`config.mk`:
```
export PLATFORM = sky130hd
export DESIGN_NAME = conv_window_ctrl_flat
export DESIGN_NICKNAME = d
export VERILOG_FILES = /design/src/rtl/conv_window_if.sv /design/src/rtl/conv_window_ctrl.sv /design/src/flat_wrapper.sv
export SDC_FILE = /design/constraint.sdc
export NUM_CORES = 1
export LEC_CHECK = 0
export CAP_MARGIN = 20
export CORE_MARGIN = 2
export CORE_UTILIZATION = 50
export DETAILED_ROUTE_END_ITERATION = 6
export PLACE_DENSITY = 0.9
export SLEW_MARGIN = 20
export SYNTH_ARGS = -nofsm -noshare
export SYNTH_HDL_FRONTEND = slang
export SYNTH_SLANG_ARGS = --single-unit
```
`constraint.sdc`:
```
create_clock -name clk_i -period 3.9 [get_ports clk_i]
set_clock_uncertainty 0.1 [all_clocks]
set_input_delay 0.78 -clock clk_i [delete_from_list [all_inputs] [get_ports clk_i]]
set_output_delay 0.78 -clock clk_i [all_outputs]
set_load 0.02 [all_outputs]
```
`src/rtl/conv_window_if.sv`:
```
// Handshake bundle between the pixel source / MAC side and conv_window_ctrl.
// Carries win_cnt only when CONV_WIN_COUNT_EN is defined.
interface conv_window_if #(
    parameter int unsigned CNT_W = 6
);
    logic             start;
    logic             pix_valid;
    logic             pix_ready;
    logic             shift_en;
    logic             win_valid;
    logic             win_ready;
    logic [CNT_W-1:0] row;
    logic [CNT_W-1:0] col;
    logic             busy;
    logic             done;
`ifdef CONV_WIN_COUNT_EN
    logic [15:0]      win_cnt;

    modport master (
        output start, pix_valid, win_ready,
        input  pix_ready, shift_en, win_valid, row, col, busy, done, win_cnt
    );
    modport slave (
        input  start, pix_valid, win_ready,
        output pix_ready, shift_en, win_valid, row, col, busy, done, win_cnt
    );
`else
    modport master (
        output start, pix_valid, win_ready,
        input  pix_ready, shift_en, win_valid, row, col, busy, done
    );
    modport slave (
        input  start, pix_valid, win_ready,
        output pix_ready, shift_en, win_valid, row, col, busy, done
    );
`endif
endinterface

```
`src/rtl/conv_window_ctrl.sv`:
```
// Sequencer for the KxK window register chain: shifts pixels in, flags complete windows,
// stalls the source until the MAC takes each window. CONV_WIN_COUNT_EN adds win_cnt.
module conv_window_ctrl #(
    parameter int unsigned IMG_W = 32,
    parameter int unsigned IMG_H = 32,
    parameter int unsigned K     = 5,
    parameter int unsigned CNT_W = 6
) (
    input logic          clk_i,
    input logic          rst_ni,
    conv_window_if.slave ctrl_io
);

    localparam logic [1:0] StIdle  = 2'd0;
    localparam logic [1:0] StLoad  = 2'd1;
    localparam logic [1:0] StDrain = 2'd2;
    localparam logic [1:0] StDone  = 2'd3;

    localparam logic [CNT_W-1:0] WinMin  = CNT_W'(K - 1);
    localparam logic [CNT_W-1:0] LastCol = CNT_W'(IMG_W - 1);
    localparam logic [CNT_W-1:0] LastRow = CNT_W'(IMG_H - 1);

    logic [1:0]       state_q, state_d;
    logic [CNT_W-1:0] row_q, row_d;
    logic [CNT_W-1:0] col_q, col_d;
    logic             win_valid_q, win_valid_d;
    logic             pix_ready;
    logic             accept;
    logic             win_set;
    logic             last_pix;

    // The chain may only shift when the pending window leaves in the same cycle.
    assign pix_ready = (state_q == StLoad) & (~win_valid_q | ctrl_io.win_ready);
    assign accept    = ctrl_io.pix_valid & pix_ready;
    assign win_set   = accept & (row_q >= WinMin) & (col_q >= WinMin);
    assign last_pix  = accept & (row_q == LastRow) & (col_q == LastCol);

    always_comb begin
        win_valid_d = win_valid_q;
        if (win_set) begin
            win_valid_d = 1'b1;
        end else if (ctrl_io.win_ready) begin
            win_valid_d = 1'b0;
        end
    end

    always_comb begin
        state_d = state_q;
        row_d   = row_q;
        col_d   = col_q;
        case (state_q)
            StIdle: begin
                if (ctrl_io.start) begin
                    state_d = StLoad;
                    row_d   = '0;
                    col_d   = '0;
                end
            end
            StLoad: begin
                if (last_pix) begin
                    state_d = StDrain;
                    row_d   = '0;
                    col_d   = '0;
                end else if (accept) begin
                    if (col_q == LastCol) begin
                        col_d = '0;
                        row_d = row_q + CNT_W'(1);
                    end else begin
                        col_d = col_q + CNT_W'(1);
                    end
                end
            end
            StDrain: begin
                if (!win_valid_d) begin
                    state_d = StDone;
                end
            end
            StDone:  state_d = StIdle;
            default: state_d = StIdle;
        endcase
    end

    always_ff @(posedge clk_i or negedge rst_ni) begin
        if (!rst_ni) begin
            state_q     <= StIdle;
            row_q       <= '0;
            col_q       <= '0;
            win_valid_q <= 1'b0;
        end else begin
            state_q     <= state_d;
            row_q       <= row_d;
            col_q       <= col_d;
            win_valid_q <= win_valid_d;
        end
    end

    assign ctrl_io.pix_ready = pix_ready;
    assign ctrl_io.shift_en  = accept;
    assign ctrl_io.win_valid = win_valid_q;
    assign ctrl_io.row       = row_q;
    assign ctrl_io.col       = col_q;
    assign ctrl_io.busy      = (state_q == StLoad) | (state_q == StDrain);
    assign ctrl_io.done      = (state_q == StDone);

`ifdef CONV_WIN_COUNT_EN
    logic [15:0] win_cnt_q, win_cnt_d;

    always_comb begin
        win_cnt_d = win_cnt_q;
        if ((state_q == StIdle) && ctrl_io.start) begin
            win_cnt_d = '0;
        end else if (win_valid_q && ctrl_io.win_ready) begin
            win_cnt_d = win_cnt_q + 16'd1;
        end
    end

    always_ff @(posedge clk_i or negedge rst_ni) begin
        if (!rst_ni) begin
            win_cnt_q <= '0;
        end else begin
            win_cnt_q <= win_cnt_d;
        end
    end

    assign ctrl_io.win_cnt = win_cnt_q;
`endif

endmodule

```
`src/flat_wrapper.sv`:
```
// flat-port wrapper written by rule: the top's interface ports become plain ports
module conv_window_ctrl_flat 
#(
    parameter int unsigned IMG_W = 32,
    parameter int unsigned IMG_H = 32,
    parameter int unsigned K     = 5,
    parameter int unsigned CNT_W = 6
)
  (clk_i, rst_ni, ctrl_io_start, ctrl_io_pix_valid, ctrl_io_win_ready, ctrl_io_pix_ready, ctrl_io_shift_en, ctrl_io_win_valid, ctrl_io_row, ctrl_io_col, ctrl_io_busy, ctrl_io_done);
  conv_window_if #(.CNT_W(CNT_W)) ctrl_io_i ();
  input logic clk_i;
  input logic rst_ni;
  input wire logic [$bits(ctrl_io_i.start)-1:0] ctrl_io_start;
  input wire logic [$bits(ctrl_io_i.pix_valid)-1:0] ctrl_io_pix_valid;
  input wire logic [$bits(ctrl_io_i.win_ready)-1:0] ctrl_io_win_ready;
  output wire logic [$bits(ctrl_io_i.pix_ready)-1:0] ctrl_io_pix_ready;
  output wire logic [$bits(ctrl_io_i.shift_en)-1:0] ctrl_io_shift_en;
  output wire logic [$bits(ctrl_io_i.win_valid)-1:0] ctrl_io_win_valid;
  output wire logic [$bits(ctrl_io_i.row)-1:0] ctrl_io_row;
  output wire logic [$bits(ctrl_io_i.col)-1:0] ctrl_io_col;
  output wire logic [$bits(ctrl_io_i.busy)-1:0] ctrl_io_busy;
  output wire logic [$bits(ctrl_io_i.done)-1:0] ctrl_io_done;
  assign ctrl_io_i.start = ctrl_io_start;
  assign ctrl_io_i.pix_valid = ctrl_io_pix_valid;
  assign ctrl_io_i.win_ready = ctrl_io_win_ready;
  assign ctrl_io_pix_ready = ctrl_io_i.pix_ready;
  assign ctrl_io_shift_en = ctrl_io_i.shift_en;
  assign ctrl_io_win_valid = ctrl_io_i.win_valid;
  assign ctrl_io_row = ctrl_io_i.row;
  assign ctrl_io_col = ctrl_io_i.col;
  assign ctrl_io_busy = ctrl_io_i.busy;
  assign ctrl_io_done = ctrl_io_i.done;
  conv_window_ctrl #(.IMG_W(IMG_W), .IMG_H(IMG_H), .K(K), .CNT_W(CNT_W)) u_core (.clk_i(clk_i), .rst_ni(rst_ni), .ctrl_io(ctrl_io_i));
endmodule
```
# Yosys cells after proc, flatten, opt, wreduce, memory -nomap -nowiden
# Index checks and enable logic that the tools add are counted.
[totals] ff_bits=15 in_bits=5 out_inout_bits=17 wordCells=47
[classes] add_sub_neg=2 n_lt_le_gt_ge=2 n_eq_ne=10 muxes=15 bitwise_logic=9 n_reduce_logical=5
[op_table] cell="2-to-1 mux 6 bit" n=7
[op_table] cell="case mux 6 bit (2 select lines)" n=2
[op_table] cell="adder 6 x 1 -> 6 bit (second input constant)" n=2
[op_table] cell="equality test 6 x 5 -> 1 bit (second input constant)" n=2
[op_table] cell="greater-or-equal comparator 6 x 3 -> 1 bit (second input constant)" n=2
[op_table] cell="case mux 2 bit (4 select lines)" n=1
[op_table] cell="bitwise AND 1 bit" n=6
[op_table] cell="2-to-1 mux 2 bit" n=3
[op_table] cell="AND reduction 3 bit" n=2
[op_table] cell="equality test 2 bit (second input constant)" n=2
[op_table] cell="inequality test 2 bit (second input constant)" n=2
[op_table] cell="AND reduction 4 bit" n=1
[op_table] cell="inequality test 3 x 1 -> 1 bit (second input constant)" n=1
[op_table] cell="inequality test 3 x 2 -> 1 bit (second input constant)" n=1
[op_table] cell="equality test 2 x 1 -> 1 bit (second input constant)" n=1
[op_table] cell="logical NOT 2 bit" n=1
[op_table] cell="2-to-1 mux 1 bit" n=2
[op_table] cell="inequality test 2 x 1 -> 1 bit (second input constant)" n=1
[op_table] cell="bitwise OR 1 bit" n=2
[op_table] cell="nonzero test 2 bit" n=1
[op_table] cell="inverter 1 bit" n=1

# Depth between registers and ports, before layout
[logic_depth] ltp_word=9 mapped_depth=7 depth_no_buf=7

# Worst setup path after synthesis
# No wires, ideal clock.
[synth_timing] path_type="flip-flop to flip-flop" startpoint="register u_core.col_q[1] (netlist: u_core.ctrl_io.col[1])" endpoint="register u_core.state_q[1]" setup_ns=0.125 arrival_ns=2.058 required_time_ns=3.675 slack_ns=1.617 stages_incl_launch_ff=7 path_buffers=0 synth_period_minus_slack_ns=2.283 cell_sequence="dfrtp_1 > ha_1 > nand3_2 > or3b_4 > o41ai_4 > o211ai_2 > mux2_4"
[synth_via] elab_chain_cells=5 word_cells_on_any_way=8 cone_classes="order compare (1); eq/ne (3); mux (1); bitwise (2); reduce/logical (1)"
[synth_rtl] element="start, declared" line_no="conv_window_ctrl.sv:25" source="logic [CNT_W-1:0] col_q, col_d;"
[synth_rtl] element="start signal, assigned" line_no="conv_window_ctrl.sv:92" source="col_q <= col_d;"
[synth_rtl] element="greater-or-equal comparator 6 x 3 -> 1 bit" line_no="conv_window_ctrl.sv:35" source="assign win_set = accept & (row_q >= WinMin) & (col_q >= WinMin);"
[synth_rtl] element="bitwise AND 1 bit" line_no="conv_window_ctrl.sv:35"
[synth_rtl] element="2-to-1 mux 1 bit" line_no="conv_window_ctrl.sv:40" source="if (win_set) begin"
[synth_rtl] element="inequality test 2 bit (no source line)"
[synth_rtl] element="AND reduction 3 bit (no source line) *"
[synth_rtl] element="end signal, assigned" line_no="conv_window_ctrl.sv:85" source="state_q <= StIdle;"
[synth_rtl] element="end signal, assigned" line_no="conv_window_ctrl.sv:90" source="state_q <= state_d;"
[synth_rtl] element="end, declared" line_no="conv_window_ctrl.sv:23" source="logic [1:0] state_q, state_d;"
# Mark *: on every way between the ends. The rest lies on a longest branch, timed or not.
# A chain may end at the register's enable or synchronous reset.

# Worst setup path after layout
[layout_timing] startpoint="input ctrl_io_win_ready" endpoint="output ctrl_io_shift_en"
[layout_via] elab_chain_cells=3
[layout_rtl] element="start, declared" line_no="flat_wrapper.sv:15" source="input wire logic [$bits(ctrl_io_i.win_ready)-1:0] ctrl_io_win_ready;"
[layout_rtl] element="bitwise OR 1 bit" line_no="conv_window_ctrl.sv:33" source="assign pix_ready = (state_q == StLoad) & (~win_valid_q | ctrl_io.win_ready);"
[layout_rtl] element="bitwise AND 1 bit" line_no="conv_window_ctrl.sv:33"
[layout_rtl] element="bitwise AND 1 bit" line_no="conv_window_ctrl.sv:34" source="assign accept = ctrl_io.pix_valid & pix_ready;"
[layout_rtl] element="end, declared" line_no="flat_wrapper.sv:17" source="output wire logic [$bits(ctrl_io_i.shift_en)-1:0] ctrl_io_shift_en;"
# No other way between the ends.

==> metrics <==
Final Hold Viols 0; status finished, final reports clean; clock sink count 15; CP cell instances clkdlybuf4s50_1, nand2b_1, nand3_2, inv_1, clkdlybuf4s50_1; VDD IR max 0.394 mV; Setup crit start ctrl_io_win_ready; number of top-level pins 22; Chip Width 48.2 um; prevailing post-synth register cell dfrtp_1; critical path's largest stage delay 0.60 ns; RSZ-0062 raised after global routing false; IO buf count 21; headroom to the max-slew limit 54.4%; most frequent cell on the critical path clkdlybuf4s50_1; Crit Reg-Reg Endpoint u_core.ctrl_io.row[4]$_DFFE_PN0P_; Die ar. 2320 um^2; filler instances 138; # setup viols final 0; Detailed Route WL 1990 um; DP HPWL 1480 um; LEAKAGE 0.576 nW; die height 48.2 um; fin area 1240 um^2; asr flop ratio synth 100%; Pwr per Cell Area 579 nW/um^2; clk root buf clkbuf_4; Remaining DRCs 0; slowest cell on the critical path clkdlybuf4s50_1; reg-to-reg startpoint u_core.state_q[1]$_DFFE_PN0P_; Cell Area, Synth 977 um^2; initial antenna violation count 0; drt wl/cell 13.8 um; post-CTS resize count 0; Hold Buf Count CTS 0; H-Tree Depth 1; Rows 15; Gate Count Post-Synth 96; Synth-to-Final Area Change 26.9%; hold path cells 1; HP Class register to register; first-pass GRT wire length 3140 um; hold path endpoint u_core.ctrl_io.row[4]$_DFFE_PN0P_; DRT antenna net count 0; max-cap violation count 0; gp weighted congestion 0.873; Post-synth EDFFs 0; Avg Cell Area, Syn 10.2 um^2; top post-synthesis cells by area dfrtp_1 38%, ha_1 10%, inv_1 4.2%; worst-skew pair later-pin latency 0.29 ns; CP Class primary input to output pin; Core ar. 1780 um^2; vias in the first global route 731; Starting Density 54.8%; Placement Cell Area 1210 um^2; Yosys cell types 33; total grt overflow 0; post-CTS setup buffer count 0; diode count 0; Top Family by Delay on Critical Path buffers and inverters; post-layout net count 134; TritonCTS buffer count 3; CP startpoint kind primary input; Mapped Nets 109; Min-Delay Startpoint u_core.ctrl_io.row[4]$_DFFE_PN0P_; vias post-DR 780; Fmax 0.313 GHz; Yosys top cell area share 38.4%; DR vias/cell 5.38; CTS tree yes; Data arrival, critical path 2.32 ns; crit path buf inv count 3; Synth area leader dfrtp_1; Worst Reg-to-Reg Cells 6; Max Fanout on Critical Path 5; setup TNS 0 ns; Required @ worst endpoint 3.02 ns; 1st-pass router iterations 4; CTS Buffer Depth 2; most frequent cell after synthesis dfrtp_1; clk slew on worst S/H paths 0.08 ns; Total Routing Usage GR 19.7%; sequential area share after synthesis 38.4%; synthesized flop and latch total 15; pin count of the biggest net entering global routing 16; DR iter-0 viols 21; share of cells above drive strength 1 14.2%; worst reg-to-reg setup slack 1.34 ns; post-route clock period utilization 82.0%; Period minus WS final 3.20 ns; max-slew violations 0; Worst-Margin Slew 0.681 ns; commonest cells in the synthesized netlist 15 x dfrtp_1, 11 x inv_1, 8 x ha_1; synth warn 0; Critical Path End Type output pin
-- kinds of logic after synthesis --
| kind of cell | after synthesis | synth area share [%] |
|---|---|---|
| multiplexers | 3 | 3.58 |
| adder cells (fa/ha/maj) | 8 | 10.2 |
| XOR/XNOR | 3 | 2.69 |
| buffers and inverters | 12 | 4.74 |
| flip-flops | 15 | 38.4 |
| AO/OA/AOI/OAI | 20 | 20.4 |
| AND/OR/NAND/NOR | 35 | 20.0 |
-- state kept, by name, indices dropped and copies added (netlist names) --
name and count:
u_core.ctrl_io.row 6, u_core.state_q 2, u_core.ctrl_io.win_valid 1, u_core.ctrl_io.col 6
-- through the flow --
stage	utilization [%]	hold WS, ns	worst slack, ns	power [mW]	cells
after floorplan	-	0.384	1.62	0.476	96
after global placement	68.1	0.454	0.722	0.615	141
after detailed placement	68.1	0.462	0.713	0.632	141
after CTS	69.5	0.480	0.687	0.722	145
after global routing	69.5	0.516	0.537	0.768	145
final	69.5	0.476	0.700	0.718	145
-- worst max path at each step --
stage | end | slack, ns | cells past startpoint
after detailed placement | ctrl_io_shift_en | 0.71 | 5
after CTS | ctrl_io_shift_en | 0.69 | 5
final | ctrl_io_shift_en | 0.70 | 5
after global placement | ctrl_io_shift_en | 0.72 | 5
after floorplan | u_core.state_q[1]$_DFFE_PN0P_ | 1.62 | 6
after global routing | ctrl_io_shift_en | 0.54 | 5
-- worst register-to-register path, stage by stage, from the launching register on --
cell and delay, ns:
dfrtp_1 0.41, inv_1 0.09, ha_1 0.53, mux2i_1 0.35, a211oi_4 0.52, o311ai_4 0.26, o31ai_2 0.22
-- where the power goes --
part | total [mW] | internal [mW] | switching (mW)
registers | 0.265 | 0.206 | 0.0589
logic | 0.364 | 0.173 | 0.191
clock network | 0.0892 | 0.0398 | 0.0494
total | 0.718 | 0.419 | 0.299
-- area by class of cell --
| cell class | instances | area (um^2) | area share, % |
|---|---|---|---|
| clock buffers | 4 | 26.3 | 2.12 |
| multi-input cells | 69 | 556 | 44.8 |
| inverters | 11 | 41.3 | 3.33 |
| flip-flops and latches | 15 | 375 | 30.3 |
| well taps | 25 | 31.3 | 2.52 |
| repair buffers | 21 | 210 | 17.0 |
-- cells in the final DEF, fill, tap and decap left out, drive strengths merged --
master,synthesis,final
nor4,3,3
a21bo,1,1
o21ai,5,5
clkbuf,0,4
and3,1,1
o2bb2ai,3,3
dfrtp,15,15
o311ai,1,1
o22ai,2,2
mux2i,2,2
o211ai,1,1
nand3,6,6
or3b,1,1
and2,1,1
a211oi,1,1
a22o,1,1
nor3,1,1
o31ai,1,1
nand2b,3,3
or2b,1,1
nand2,7,7
mux2,1,1
xnor2,3,3
ha,8,8
or2,3,3
a21oi,2,2
clkdlybuf4s50,0,21
a22oi,1,1
o41ai,1,1
inv,11,11
or3,1,1
nor2,7,7
-- routing by layer --
| layer | vias up | global-route usage [%] | wire, um |
|---|---|---|---|
| li1 | 381 | - | - |
| met1 | 367 | 23.9 | 871 |
| met2 | 30 | 33.7 | 1010 |
| met3 | 2 | 5.56 | 107 |
| met4 | 0 | 5.95 | 10 |
| met5 | - | 0 | 0 |
Power figures use the tool's default switching activity.
